==> config.mk <==
export PLATFORM = sky130hd
export DESIGN_NAME = store_buffer_flat
export DESIGN_NICKNAME = d
export VERILOG_FILES = /design/src/rtl/cpu_pkg.sv /design/src/rtl/store_buffer_if.sv /design/src/rtl/sb_fifo_ctrl.sv /design/src/rtl/store_buffer.sv /design/src/flat_wrapper.sv
export SDC_FILE = /design/constraint.sdc
export NUM_CORES = 1
export LEC_CHECK = 0
export BUFFER_PORTS_ARGS = -buffer_cell sky130_fd_sc_hd__buf_4
export CAP_MARGIN = 10
export CORE_AREA = 2 2 194 196
export CTS_CLUSTER_DIAMETER = 80
export DETAILED_ROUTE_END_ITERATION = 6
export DIE_AREA = 0 0 196 198
export PLACE_DENSITY = 0.46
export SYNTH_ARGS = -nofsm -noshare
export SYNTH_HDL_FRONTEND = slang
export SYNTH_SLANG_ARGS = --single-unit
export TNS_END_PERCENT = 30
==> constraint.sdc <==
create_clock -name clk -period 8.65 [get_ports clk]
set_input_delay 1.73 -clock clk [delete_from_list [all_inputs] [get_ports clk]]
set_output_delay 1.73 -clock clk [all_outputs]
set_load 0.005 [all_outputs]
==> src/rtl/cpu_pkg.sv <==
// Shared CPU types: store-type codes and the store-buffer entry layout.
package cpu_pkg;
  typedef enum logic [1:0] {
    ST_W    = 2'd0,
    ST_H    = 2'd1,
    ST_B    = 2'd2,
    ST_NONE = 2'd3
  } st_type_e;

  typedef struct packed {
    st_type_e    st_type;
    logic [31:0] addr;
    logic [31:0] data;
  } sb_entry_t;
endpackage

==> src/rtl/store_buffer_if.sv <==
// Store/load/memory-write signals between the MEM stage, the store buffer and data memory.
interface store_buffer_if;
  logic        st_valid;
  logic [1:0]  st_type;
  logic [31:0] st_addr;
  logic [31:0] st_data;
  logic        st_stall;
  logic        ld_valid;
  logic [31:0] ld_addr;
  logic        ld_stall;
  logic        dm_ready;
  logic        dm_wr;
  logic [1:0]  dm_store_type;
  logic [31:0] dm_addr;
  logic [31:0] dm_din;
  logic        empty;

  modport slave (
    input  st_valid, st_type, st_addr, st_data, ld_valid, ld_addr, dm_ready,
    output st_stall, ld_stall, dm_wr, dm_store_type, dm_addr, dm_din, empty
  );

  modport master (
    output st_valid, st_type, st_addr, st_data, ld_valid, ld_addr, dm_ready,
    input  st_stall, ld_stall, dm_wr, dm_store_type, dm_addr, dm_din, empty
  );
endinterface

==> src/rtl/sb_fifo_ctrl.sv <==
// Circular-queue bookkeeping: head/tail pointers, occupancy, gated push/pop.
module sb_fifo_ctrl #(
  parameter  int DEPTH = 4,
  localparam int AW    = $clog2(DEPTH)
) (
  input  logic          clk,
  input  logic          rst,
  input  logic          push_req_i,
  input  logic          pop_req_i,
  output logic          push_o,
  output logic          pop_o,
  output logic [AW-1:0] head_o,
  output logic [AW-1:0] tail_o,
  output logic [AW:0]   count_o,
  output logic          full_o,
  output logic          empty_o
);
  logic [AW-1:0] head_q, head_d, tail_q, tail_d;
  logic [AW:0]   count_q, count_d;

  assign full_o  = (count_q == (AW+1)'(DEPTH));
  assign empty_o = (count_q == '0);
  // Push gated on registered full only, so the pop request never reaches the push path.
  assign push_o  = push_req_i & ~full_o;
  assign pop_o   = pop_req_i & ~empty_o;

  always_comb begin
    head_d  = head_q + AW'(pop_o);
    tail_d  = tail_q + AW'(push_o);
    count_d = count_q + (AW+1)'(push_o) - (AW+1)'(pop_o);
  end

  always_ff @(posedge clk or negedge rst) begin
    if (!rst) begin
      head_q  <= '0;
      tail_q  <= '0;
      count_q <= '0;
    end else begin
      head_q  <= head_d;
      tail_q  <= tail_d;
      count_q <= count_d;
    end
  end

  assign head_o  = head_q;
  assign tail_o  = tail_q;
  assign count_o = count_q;
endmodule

==> src/rtl/store_buffer.sv <==
// Posted-write store buffer: in-order drain to data memory, word-granular load hazard stall.
module store_buffer
  import cpu_pkg::*;
#(
  parameter int DEPTH  = 4,
  parameter int CMP_HI = 11
) (
  input logic           clk,
  input logic           rst,
  store_buffer_if.slave sb
);
  localparam int AW = $clog2(DEPTH);

  logic          push, pop, full, empty;
  logic [AW-1:0] head, tail;
  logic [AW:0]   count;
  sb_entry_t     mem_q [DEPTH];
  sb_entry_t     head_e;
  logic [DEPTH-1:0] hit;
  logic          unused_ld_bits;

  sb_fifo_ctrl #(.DEPTH(DEPTH)) u_ctrl (
    .clk        (clk),
    .rst        (rst),
    .push_req_i (sb.st_valid & (st_type_e'(sb.st_type) != ST_NONE)),
    .pop_req_i  (sb.dm_ready),
    .push_o     (push),
    .pop_o      (pop),
    .head_o     (head),
    .tail_o     (tail),
    .count_o    (count),
    .full_o     (full),
    .empty_o    (empty)
  );

  always_ff @(posedge clk) begin
    if (push) mem_q[tail] <= '{st_type: st_type_e'(sb.st_type), addr: sb.st_addr, data: sb.st_data};
  end

  // An entry is live when its distance from head is below count; this includes
  // the entry popping this cycle, so a matching load stays stalled until after the edge.
  for (genvar i = 0; i < DEPTH; i++) begin : g_hit
    logic [AW-1:0] off;
    assign off    = AW'(i) - head;
    assign hit[i] = ({1'b0, off} < count) &&
                    (mem_q[i].addr[CMP_HI:2] == sb.ld_addr[CMP_HI:2]);
  end

  always_comb begin
    head_e = '0;
    if (!empty) head_e = mem_q[head];
  end

  assign sb.st_stall      = sb.st_valid & full;
  // A load alongside a store is illegal; stall it unconditionally.
  assign sb.ld_stall      = sb.ld_valid & (sb.st_valid | (|hit));
  assign sb.dm_wr         = pop;
  assign sb.dm_store_type = head_e.st_type;
  assign sb.dm_addr       = head_e.addr;
  assign sb.dm_din        = head_e.data;
  assign sb.empty         = empty;
  assign unused_ld_bits   = ^sb.ld_addr;
endmodule

==> src/flat_wrapper.sv <==
// flat-port wrapper written by rule: the top's interface ports become plain ports
module store_buffer_flat import cpu_pkg::*;
#(
  parameter int DEPTH  = 4,
  parameter int CMP_HI = 11
)
  (clk, rst, sb_st_valid, sb_st_type, sb_st_addr, sb_st_data, sb_ld_valid, sb_ld_addr, sb_dm_ready, sb_st_stall, sb_ld_stall, sb_dm_wr, sb_dm_store_type, sb_dm_addr, sb_dm_din, sb_empty);
  store_buffer_if sb_i ();
  input logic clk;
  input logic rst;
  input wire logic [$bits(sb_i.st_valid)-1:0] sb_st_valid;
  input wire logic [$bits(sb_i.st_type)-1:0] sb_st_type;
  input wire logic [$bits(sb_i.st_addr)-1:0] sb_st_addr;
  input wire logic [$bits(sb_i.st_data)-1:0] sb_st_data;
  input wire logic [$bits(sb_i.ld_valid)-1:0] sb_ld_valid;
  input wire logic [$bits(sb_i.ld_addr)-1:0] sb_ld_addr;
  input wire logic [$bits(sb_i.dm_ready)-1:0] sb_dm_ready;
  output wire logic [$bits(sb_i.st_stall)-1:0] sb_st_stall;
  output wire logic [$bits(sb_i.ld_stall)-1:0] sb_ld_stall;
  output wire logic [$bits(sb_i.dm_wr)-1:0] sb_dm_wr;
  output wire logic [$bits(sb_i.dm_store_type)-1:0] sb_dm_store_type;
  output wire logic [$bits(sb_i.dm_addr)-1:0] sb_dm_addr;
  output wire logic [$bits(sb_i.dm_din)-1:0] sb_dm_din;
  output wire logic [$bits(sb_i.empty)-1:0] sb_empty;
  assign sb_i.st_valid = sb_st_valid;
  assign sb_i.st_type = sb_st_type;
  assign sb_i.st_addr = sb_st_addr;
  assign sb_i.st_data = sb_st_data;
  assign sb_i.ld_valid = sb_ld_valid;
  assign sb_i.ld_addr = sb_ld_addr;
  assign sb_i.dm_ready = sb_dm_ready;
  assign sb_st_stall = sb_i.st_stall;
  assign sb_ld_stall = sb_i.ld_stall;
  assign sb_dm_wr = sb_i.dm_wr;
  assign sb_dm_store_type = sb_i.dm_store_type;
  assign sb_dm_addr = sb_i.dm_addr;
  assign sb_dm_din = sb_i.dm_din;
  assign sb_empty = sb_i.empty;
  store_buffer #(.DEPTH(DEPTH), .CMP_HI(CMP_HI)) u_core (.clk(clk), .rst(rst), .sb(sb_i));
endmodule
==> out/qor.yml, run 1 <==
status:
  status: "completed"
power_and_ir_drop:
  p_int_mw: 3.211
  swShare: 0.2872
  finalPower_mw: 4.505
  clock_power_share: 0.278
  p_per_area_nw_per_um2: 331.6
  p_switching_mw: 1.294
  p_leak_nw: 4.672
  vdd_drop_max_mv: 0.2003
  power_frac_comb: 0.316
  p_seq_frac: 0.406
detailed_routing:
  wirelength_mm: 24.40
  drc: 0
  drtIter0Drc: 199
  postRouteAntennaNets: 0
  wl_met2_mm: 12.10
  wl_per_cell_um: 20.51
  met1_length_mm: 10.35
  routed_via_density: 4.538
  vias: 5400
  top_layer: "met4"
  met3WireLength_mm: 1.479
  dr.pass1.iters: 6
timing:
  tns_ps: 0
  hold_viol_final: 0
  skew_ps: 6.406
  worstMarginPinSlew_ps: 912.2
  slew_headroom: 0.3919
  min_period_over_period: 0.5819
  min_period_ps: 5034
  worst_slack_ps: 3616
  drv_slew: 0
  setup_viol_count_final: 0
  rsz0062_at_grt: "false"
  max_clock_freq_mhz: 198.7
  whs_ps: 591.8
floorplan:
  dieArea_um2: 38810
  core.rowCount: 71
  start_util: 0.2949
  num_io_pins: 173
  core_area_um2: 36960
  floorplan.die.height_um: 198
  die_w_um: 196
global_route:
  grt_pass1_vias: 6126
  globalRouteTotalUtil: 0.1277
  grt_pass1_wl_mm: 37.03
  antenna_found_initial: 0
  grt_overflow_total: 0
  grt_max_degree: 56
placed_design:
  io_buffers: 150
  place_congestion: 0.7344
  placed_cells: 1134
  dpl_cell_area_um2: 12590
  post-place-ws_ps: 3629
  place_hpwl_mm: 14.59
yosys:
  async_reset_ff_frac: 0.02583
  synth_cell_type_count: 30
  synth_largest_area_cell: "edfxtp_1"
  yosysWarningCount: 0
  ys_seq_area_frac: 0.7434
  synth_fp_nets: 637
  synth_flop_cell: "edfxtp_1"
  synth_seq_cells: 271
  syn_avg_cell_area_um2: 20.76
  syn_area_um2: 10900
  synth-edff-count: 264
  synth_cells: 525
  ys_top_cells_by_area: "edfxtp_1 (73%), mux4_2 (14%), nor2b_1 (3.8%)"
  yosysMostFrequentCell: "edfxtp_1"
  yosysTopAreaCellShare: 0.7274
  synthTopCellsByCount: "edfxtp_1 (264), nor2b_1 (67), mux4_2 (66), xor2_1 (30), xnor2_1 (15)"
clock_tree:
  cts_resized: 0
  clk_path_buf_depth: 3
  clk_latency_ps: 550
  ctsHtreeMaxLevel: 1
  root_buffer: "clkbuf_16"
  cts_buffers: 31
  postCtsSetupRepairBufs: 0
  cts_tree: "built"
  cts.sinks: 271
  cts_hold_buf: 0
  clkTransAtPathRegs_ps: 60
worst_setup_path:
  startpoint_type: "primary input"
  crit_top_cell: "buf_4"
  crit_slowest_cell: "o41ai_1"
  critical_path.max_fanout: 4
  crit_path_cell_trace: "buf_4 -> xor2_1 -> nor4_1 -> o21ai_0 -> o41ai_1 -> o41a_1 -> buf_4"
  cp.required_ps: 6920
  path_delay_family: "compound AO/OA/AOI/OAI gates"
  critical_path_buf_inv_count: 2
  worstPathArrival_ps: 3300
  end_kind: "output pin"
  crit_path_max_incr_delay_ps: 420
  crit_type: "in -> out"
layout:
  syn_to_final_growth_pct: 24.65
  layout.nets: 805
  fin_util: 0.3676
  final_cells: 1190
  final_cell_area_um2: 13590
  n_antenna_cell: 0
  final_layout_size_suffix_gt1_frac: 0.3953
min_path:
  holdCritPathClass: "reg -> reg"
run:
  drv_cap: 0
==> sequential cells by signal, summed over array words and instances (netlist names) <==
signal,count
u_core.mem_q,264
u_core.u_ctrl.count_o,3
u_core.u_ctrl.head_o,2
u_core.u_ctrl.tail_o,2
==> cells by family (layout without fill, tap and decap cells) <==
family / after synthesis / after routing / synth area share
and+or+nand+nor: 92 / 92 / 0.05120
adders and majority gates: 9 / 9 / 0.01102
AOI/OAI and AO/OA: 10 / 10 / 0.006772
muxes: 66 / 66 / 0.1364
xor gates and xnor gates: 45 / 45 / 0.03616
DFF: 271 / 271 / 0.7434
buffers and inverters: 32 / 223 / 0.01504
==> power by group through the flow <==
stage / sequential [mW] / combinational, mW / clock (mW)
after floorplan: 1.77 / 0.889 / 0
after global placement: 1.85 / 1.46 / 0
after detailed placement: 1.86 / 1.47 / 0
after CTS: 1.84 / 1.48 / 1.29
after global routing: 1.86 / 1.57 / 1.34
final: 1.83 / 1.42 / 1.25
==> per-layer routing <==
layer | global-route usage | vias to the layer above
li1 | - | 2425
met1 | 0.1599 | 2804
met2 | 0.2187 | 137
met3 | 0.03270 | 34
met5 | 0 | -
met4 | 0.03788 | 0
==> cell usage in the layout, fill, tap and decap left out, types with 2 or more instances in the layout <==
cell	instances
dfrtp_1	5
mux4_2	66
nor4_1	7
clkbuf_8	5
xnor2_1	15
nor2_1	3
nor2b_1	67
nand4_1	3
bufinv_16	2
clkbuf_16	31
o21ai_0	3
clkinv_2	7
buf_4	160
clkinv_1	2
dfrtp_4	2
edfxtp_1	264
a21oi_1	3
ha_1	8
xor2_1	30
clkinvlp_4	2
nand2_1	4
clkbuf_1	6
inv_1	7
==> worst paths after layout <==
path | start | end | slack (ps) | depth (start not counted)
min reg2reg | u_core.u_ctrl.tail_o[1] | u_core.u_ctrl.tail_o[1] | 590 | 1
min in group asynchronous | rst | u_core.u_ctrl.head_o[1] | 980 | 1
max | sb_ld_addr[3] | sb_ld_stall | 3620 | 7
min | u_core.u_ctrl.tail_o[1] | u_core.u_ctrl.tail_o[1] | 590 | 1
max reg2reg | u_core.u_ctrl.count_o[1] | u_core.u_ctrl.count_o[2] | 5730 | 10
max in group asynchronous | rst | u_core.u_ctrl.head_o[0] | 7530 | 1
==> cell type report <==
class / count / area, um2
Clock buffer: 42 / 867.1
Clock inverter: 14 / 126.4
Fill cell: 3482 / 23370
Multi-Input combinational cell: 222 / 2661
Sequential cell: 271 / 8110
Timing Repair Buffer: 160 / 1201
Inverter: 7 / 26.28
Tap cell: 474 / 593.1
Power figures use the tool's default switching activity.
==> run 2: changes to the inputs <==
clock period = 4.7 ns   (was 8.65 ns; I/O delays follow)
==> out/qor.yml, run 2 (same netlist as run 1, synthesis figures left out) <==
layout:
  largest_reg_flops: 264
  final_cell_area_um2: 13650
  regMostFlops: "u_core.mem_q"
  seq_area_um2: 8110
  syn_to_final_growth_pct: 25.24
  final_layout_size_suffix_gt1_frac: 0.3944
  n_antenna_cell: 0
  mostFrequentLayoutCells: "edfxtp_1 (264), buf_4 (161), nor2b_1 (67)"
  multi_input_area_um2: 2668
  final_common_cell: "edfxtp_1"
  fill_cells: 3454
  layout.nets: 807
floorplan:
  core.rowCount: 71
  die_w_um: 196
  floorplan.die.height_um: 198
  num_io_pins: 173
  start_util: 0.2949
  dieArea_um2: 38810
  core_area_um2: 36960
worst_setup_path:
  crit_type: "reg -> out"
  timing.rr.start: "u_core.u_ctrl.count_o[1]"
  cp.required_ps: 3760
  crit_slowest_cell: "dfrtp_4"
  crit_path_cell_trace: "xnor2_1 -> inv_1 -> ha_1 -> a21oi_1 -> o21ai_0 -> nor4_1 -> o41a_1 -> buf_4"
  ff2ff_setup_slack_ps: 1900
  crit_path_max_incr_delay_ps: 800
  startpoint_type: "flip-flop"
  ff2ff_path_depth: 10
  r2r_end: "u_core.u_ctrl.count_o[2]"
  end_kind: "output pin"
  worstPathArrival_ps: 2820
  critical_path.max_fanout: 33
clock_tree:
  cts_resized: 0
  cts_buffers: 31
  clk_path_buf_depth: 3
  cts.sinks: 271
  cts_tree: "built"
  ctsHtreeMaxLevel: 1
  clkTransAtPathRegs_ps: 60
  clk_latency_ps: 540
  postCtsSetupRepairBufs: 0
  cts_hold_buf: 0
  root_buffer: "clkbuf_16"
detailed_routing:
  drc: 0
  routed_via_density: 4.506
  vias: 5358
  drtIter0Drc: 212
  postRouteAntennaNets: 0
  wl_per_cell_um: 20.54
  wirelength_mm: 24.42
  dr.pass1.iters: 4
timing:
  setup_viol_count_final: 0
  min_period_ps: 3761
  worstMarginPinSlew_ps: 998.6
  skew_ps: 11.47
  min_period_over_period: 0.8003
  slew_headroom: 0.3343
  drv_slew: 0
  rsz0062_at_grt: "false"
  max_clock_freq_mhz: 265.9
  tns_ps: 0
  hold_viol_final: 0
power_and_ir_drop:
  p_leak_nw: 4.703
  finalPower_mw: 8.398
  p_per_area_nw_per_um2: 615.2
  vdd_drop_max_mv: 0.3799
placed_design:
  place_congestion: 0.7117
  dpl_cell_area_um2: 12630
  io_buffers: 150
  place_hpwl_mm: 14.78
status:
  status: "completed"
min_path:
  holdCritPathClass: "in -> async"
global_route:
  grt_pass1_vias: 6088
  grt_max_degree: 66
  antenna_found_initial: 0
  grt_overflow_total: 0
  globalRouteTotalUtil: 0.1272
  grt_pass1_wl_mm: 37.14
run:
  drv_cap: 0
==> run 2: area by class of cell <==
type,instances,share of cell area
clock buffers,35,0.05793
clock inverters,18,0.01714
inverters,7,0.001925
multi-input cells,222,0.1954
flip-flops and latches,271,0.5941
well taps,474,0.04345
repair buffers,162,0.09001
==> run 2: worst max-delay path, delay by kind of cell, from the launching register on <==
family	cells	cell delay, ps
xor+xnor	1	210
simple gates	1	330
compound gates	3	470
buf+inv	2	190
fa+ha+maj	1	270
flops	1	800
==> run 2: report_power, final <==
group | switching, mW | internal [mW]
registers | 0.217 | 3.09
clock network | 0.920 | 1.48
logic | 1.25 | 1.45
==> run 2: how the worst max path moves through the flow <==
stage,start,depth (start not counted),end
3_3_place_gp,sb_ld_addr[11],7,sb_ld_stall
2_1_floorplan,sb_st_type[1],3,u_core.mem_q[0][0]
6_report,u_core.u_ctrl.head_o[1],8,sb_ld_stall
5_1_grt,u_core.u_ctrl.head_o[1],8,sb_ld_stall
3_5_place_dp,sb_ld_addr[11],7,sb_ld_stall
4_1_cts,u_core.u_ctrl.head_o[1],8,sb_ld_stall
==> run 2: layer usage <==
| metal | GRT usage | wire length, um |
|---|---|---|
| met1 | 0.1651 | 10480 |
| met2 | 0.2104 | 11870 |
| met3 | 0.03986 | 1709 |
| met4 | 0.02750 | 362 |
| met5 | 0 | 0 |
==> run 2: per-stage QoR <==
| step | setup WS [ps] | utilization | instances | hold WS, ps |
|---|---|---|---|---|
| finish | 938.6 | 0.3694 | 1189 | 198.9 |
| global route | 729.2 | 0.3694 | 1189 | 171.5 |
| CTS | 859.3 | 0.3694 | 1189 | 165.2 |
| detailed placement | 1296 | 0.3417 | 1136 | 613.7 |
| global placement | 1297 | 0.3417 | 1136 | 582.0 |
| floorplan | -1510 | - | 525 | 488.3 |
==> run 3: changes to the inputs <==
ABC_AREA = 1   (was default)
CORE_AREA = 2 2 193 195   (was 2 2 194 196)
DIE_AREA = 0 0 195 197   (was 0 0 196 198)
clock period = 3.55 ns   (was 4.7 ns; I/O delays follow)
==> out/qor.yml, run 3 <==
timing:
  hold_viol_final: 0
  min_period_ps: 3112
  slew_headroom: 0.5322
  setup_viol_count_final: 0
  max_clock_freq_mhz: 321.3
  rsz0062_at_grt: "false"
  skew_ps: 20.88
  worstMarginPinSlew_ps: 701.7
  min_period_over_period: 0.8767
  tns_ps: 0
  drv_slew: 0
worst_setup_path:
  end_kind: "output pin"
  cp.required_ps: 2840
  crit_type: "reg -> out"
  critical_path.max_fanout: 17
  worstPathArrival_ps: 2400
  startpoint_type: "flip-flop"
layout:
  layout.nets: 1048
  final_common_cell: "edfxtp_1"
  syn_to_final_growth_pct: 24.99
  mostFrequentLayoutCells: "edfxtp_1 (264), buf_4 (164), nand2_1 (144)"
  seq_area_um2: 8104
  regMostFlops: "u_core.mem_q"
  largest_reg_flops: 264
  multi_input_area_um2: 2372
  fill_cells: 3483
  fin_util: 0.3720
  final_layout_size_suffix_gt1_frac: 0.2286
yosys:
  synth_cell_type_count: 25
  ys_top_cells_by_area: "edfxtp_1 (73%), nand2_1 (5.0%), a22oi_1 (4.0%)"
  yosysWarningCount: 0
  synth_flop_cell: "edfxtp_1"
  synth_fp_nets: 892
  synth_seq_cells: 271
  syn_avg_cell_area_um2: 13.84
  syn_area_um2: 10790
  yosysTopAreaCellShare: 0.7346
  synth-edff-count: 264
  synth_largest_area_cell: "edfxtp_1"
  yosysMostFrequentCell: "edfxtp_1"
  synth_cells: 780
  synthTopCellsByCount: "edfxtp_1 (264), nand2_1 (144), nand3_1 (64), a22oi_1 (58), a31oi_1 (58)"
  ys_seq_area_frac: 0.7508
  async_reset_ff_frac: 0.02583
clock_tree:
  cts_tree: "built"
  clk_latency_ps: 560
  cts_resized: 0
  cts_buffers: 30
  clk_path_buf_depth: 3
  root_buffer: "clkbuf_16"
  clkTransAtPathRegs_ps: 60
  ctsHtreeMaxLevel: 1
  cts.sinks: 271
  postCtsSetupRepairBufs: 0
global_route:
  antenna_found_initial: 1
  globalRouteTotalUtil: 0.1453
  grt_pass1_vias: 6914
  grt_pass1_wl_mm: 42.07
  grt_overflow_total: 0
  grt_max_degree: 67
floorplan:
  core.rowCount: 70
  num_io_pins: 173
  start_util: 0.2976
  core_area_um2: 36260
  dieArea_um2: 38420
  die_w_um: 195
  floorplan.die.height_um: 197
run:
  drv_cap: 0
power_and_ir_drop:
  p_leak_nw: 4.840
  vdd_drop_max_mv: 0.5838
  p_per_area_nw_per_um2: 831.3
detailed_routing:
  vias: 6693
  drtIter0Drc: 346
  dr.pass1.iters: 5
  routed_via_density: 4.690
  drc: 0
  wirelength_mm: 28.09
  postRouteAntennaNets: 0
  wl_per_cell_um: 19.69
placed_design:
  place_congestion: 0.7241
  place_hpwl_mm: 15.50
  io_buffers: 150
min_path:
  holdCritPathClass: "in -> reg"
status:
  status: "completed"
-- run 3: cell types whose count changed after synthesis, sizes merged, moves of 36 or more --
cell	previous run	this run
nand3	1	64
nor2b	67	0
mux4	66	0
a22oi	0	58
a31oi	0	58
inv	7	43
nand2	4	145
-- run 3: cells by family (layout without fill, tap and decap cells) --
group / after synthesis / in the layout / share of synthesized area
other cells: 0 / 1 / 0
buf+inv: 89 / 267 / 0.03501
xor+xnor: 26 / 26 / 0.02110
simple gates: 251 / 251 / 0.09646
fa+ha+maj: 9 / 9 / 0.01113
compound gates: 134 / 134 / 0.08545
flops: 271 / 271 / 0.7508
-- run 3: cell type report --
cell class                      count  share of cell area
Antenna cell                        1           0.0001855
Inverter                           43             0.01197
Multi-Input combinational cell    420              0.1759
Sequential cell                   271              0.6008
Tap cell                          468             0.04341
Timing Repair Buffer              170             0.09944
Clock inverter                     15             0.01011
Clock buffer                       39             0.05816
-- run 3: timing repair --
action                     4_1_cts  5_1_grt
hold endpoints to repair         7        0
setup endpoints to repair        0        0
hold buffers                     1        0
-- run 3: worst paths after layout --
path | start | to | slack [ps] | depth (start not counted)
worst max-delay path | u_core.u_ctrl.head_o[1] | sb_ld_stall | 440 | 12
max in group asynchronous | rst | u_core.u_ctrl.head_o[1] | 2880 | 2
worst min-delay path | sb_st_addr[26] | u_core.mem_q[3][58] | 350 | 1
min in group asynchronous | rst | u_core.u_ctrl.count_o[0] | 520 | 2
worst max register to register | u_core.u_ctrl.count_o[1] | u_core.u_ctrl.count_o[2] | 970 | 11
worst min register to register | u_core.u_ctrl.tail_o[1] | u_core.u_ctrl.tail_o[1] | 640 | 1
-- run 3: power breakdown --
part           switching (mW)  internal [mW]  total [mW]
Sequential              0.194           4.08        4.27
Combinational            2.43           1.61        4.05
Clock                    1.20           1.69        2.89
Total                    3.83           7.39        11.2
-- run 3: stage by stage --
| step | power (mW) | hold WS (ps) | worst slack [ps] | instances | instance area [um2] |
|---|---|---|---|---|---|
| after floorplan | 6.320 | 414.4 | -483.0 | 780 | 10810 |
| after global placement | 8.469 | 532.0 | 915.3 | 1371 | 12550 |
| after detailed placement | 8.499 | 533.4 | 896.3 | 1371 | 12550 |
| after CTS | 11.44 | 315.6 | 366.7 | 1426 | 13490 |
| after global routing | 11.89 | 324.2 | 189.8 | 1426 | 13490 |
| final | 11.21 | 349.1 | 437.7 | 1427 | 13490 |
-- run 3: worst max-delay path, stage by stage, from the launching register on --
cell and delay, ps:
dfrtp_2 460, buf_4 300, inv_1 70, ha_1 300, inv_1 40, a21oi_1 150
nor2_1 60, nor2_1 100, nand2_1 60, nand2_1 60, nor2_1 50, nor2_1 80
buf_4 110
-- run 3: metal layers --
metal | vias up | track usage | share of wire
met5 | - | 0 | 0
met4 | 0 | 0.02969 | 0.016
met3 | 36 | 0.03422 | 0.062
met2 | 158 | 0.2468 | 0.47
met1 | 3284 | 0.1903 | 0.45
li1 | 3215 | - | -
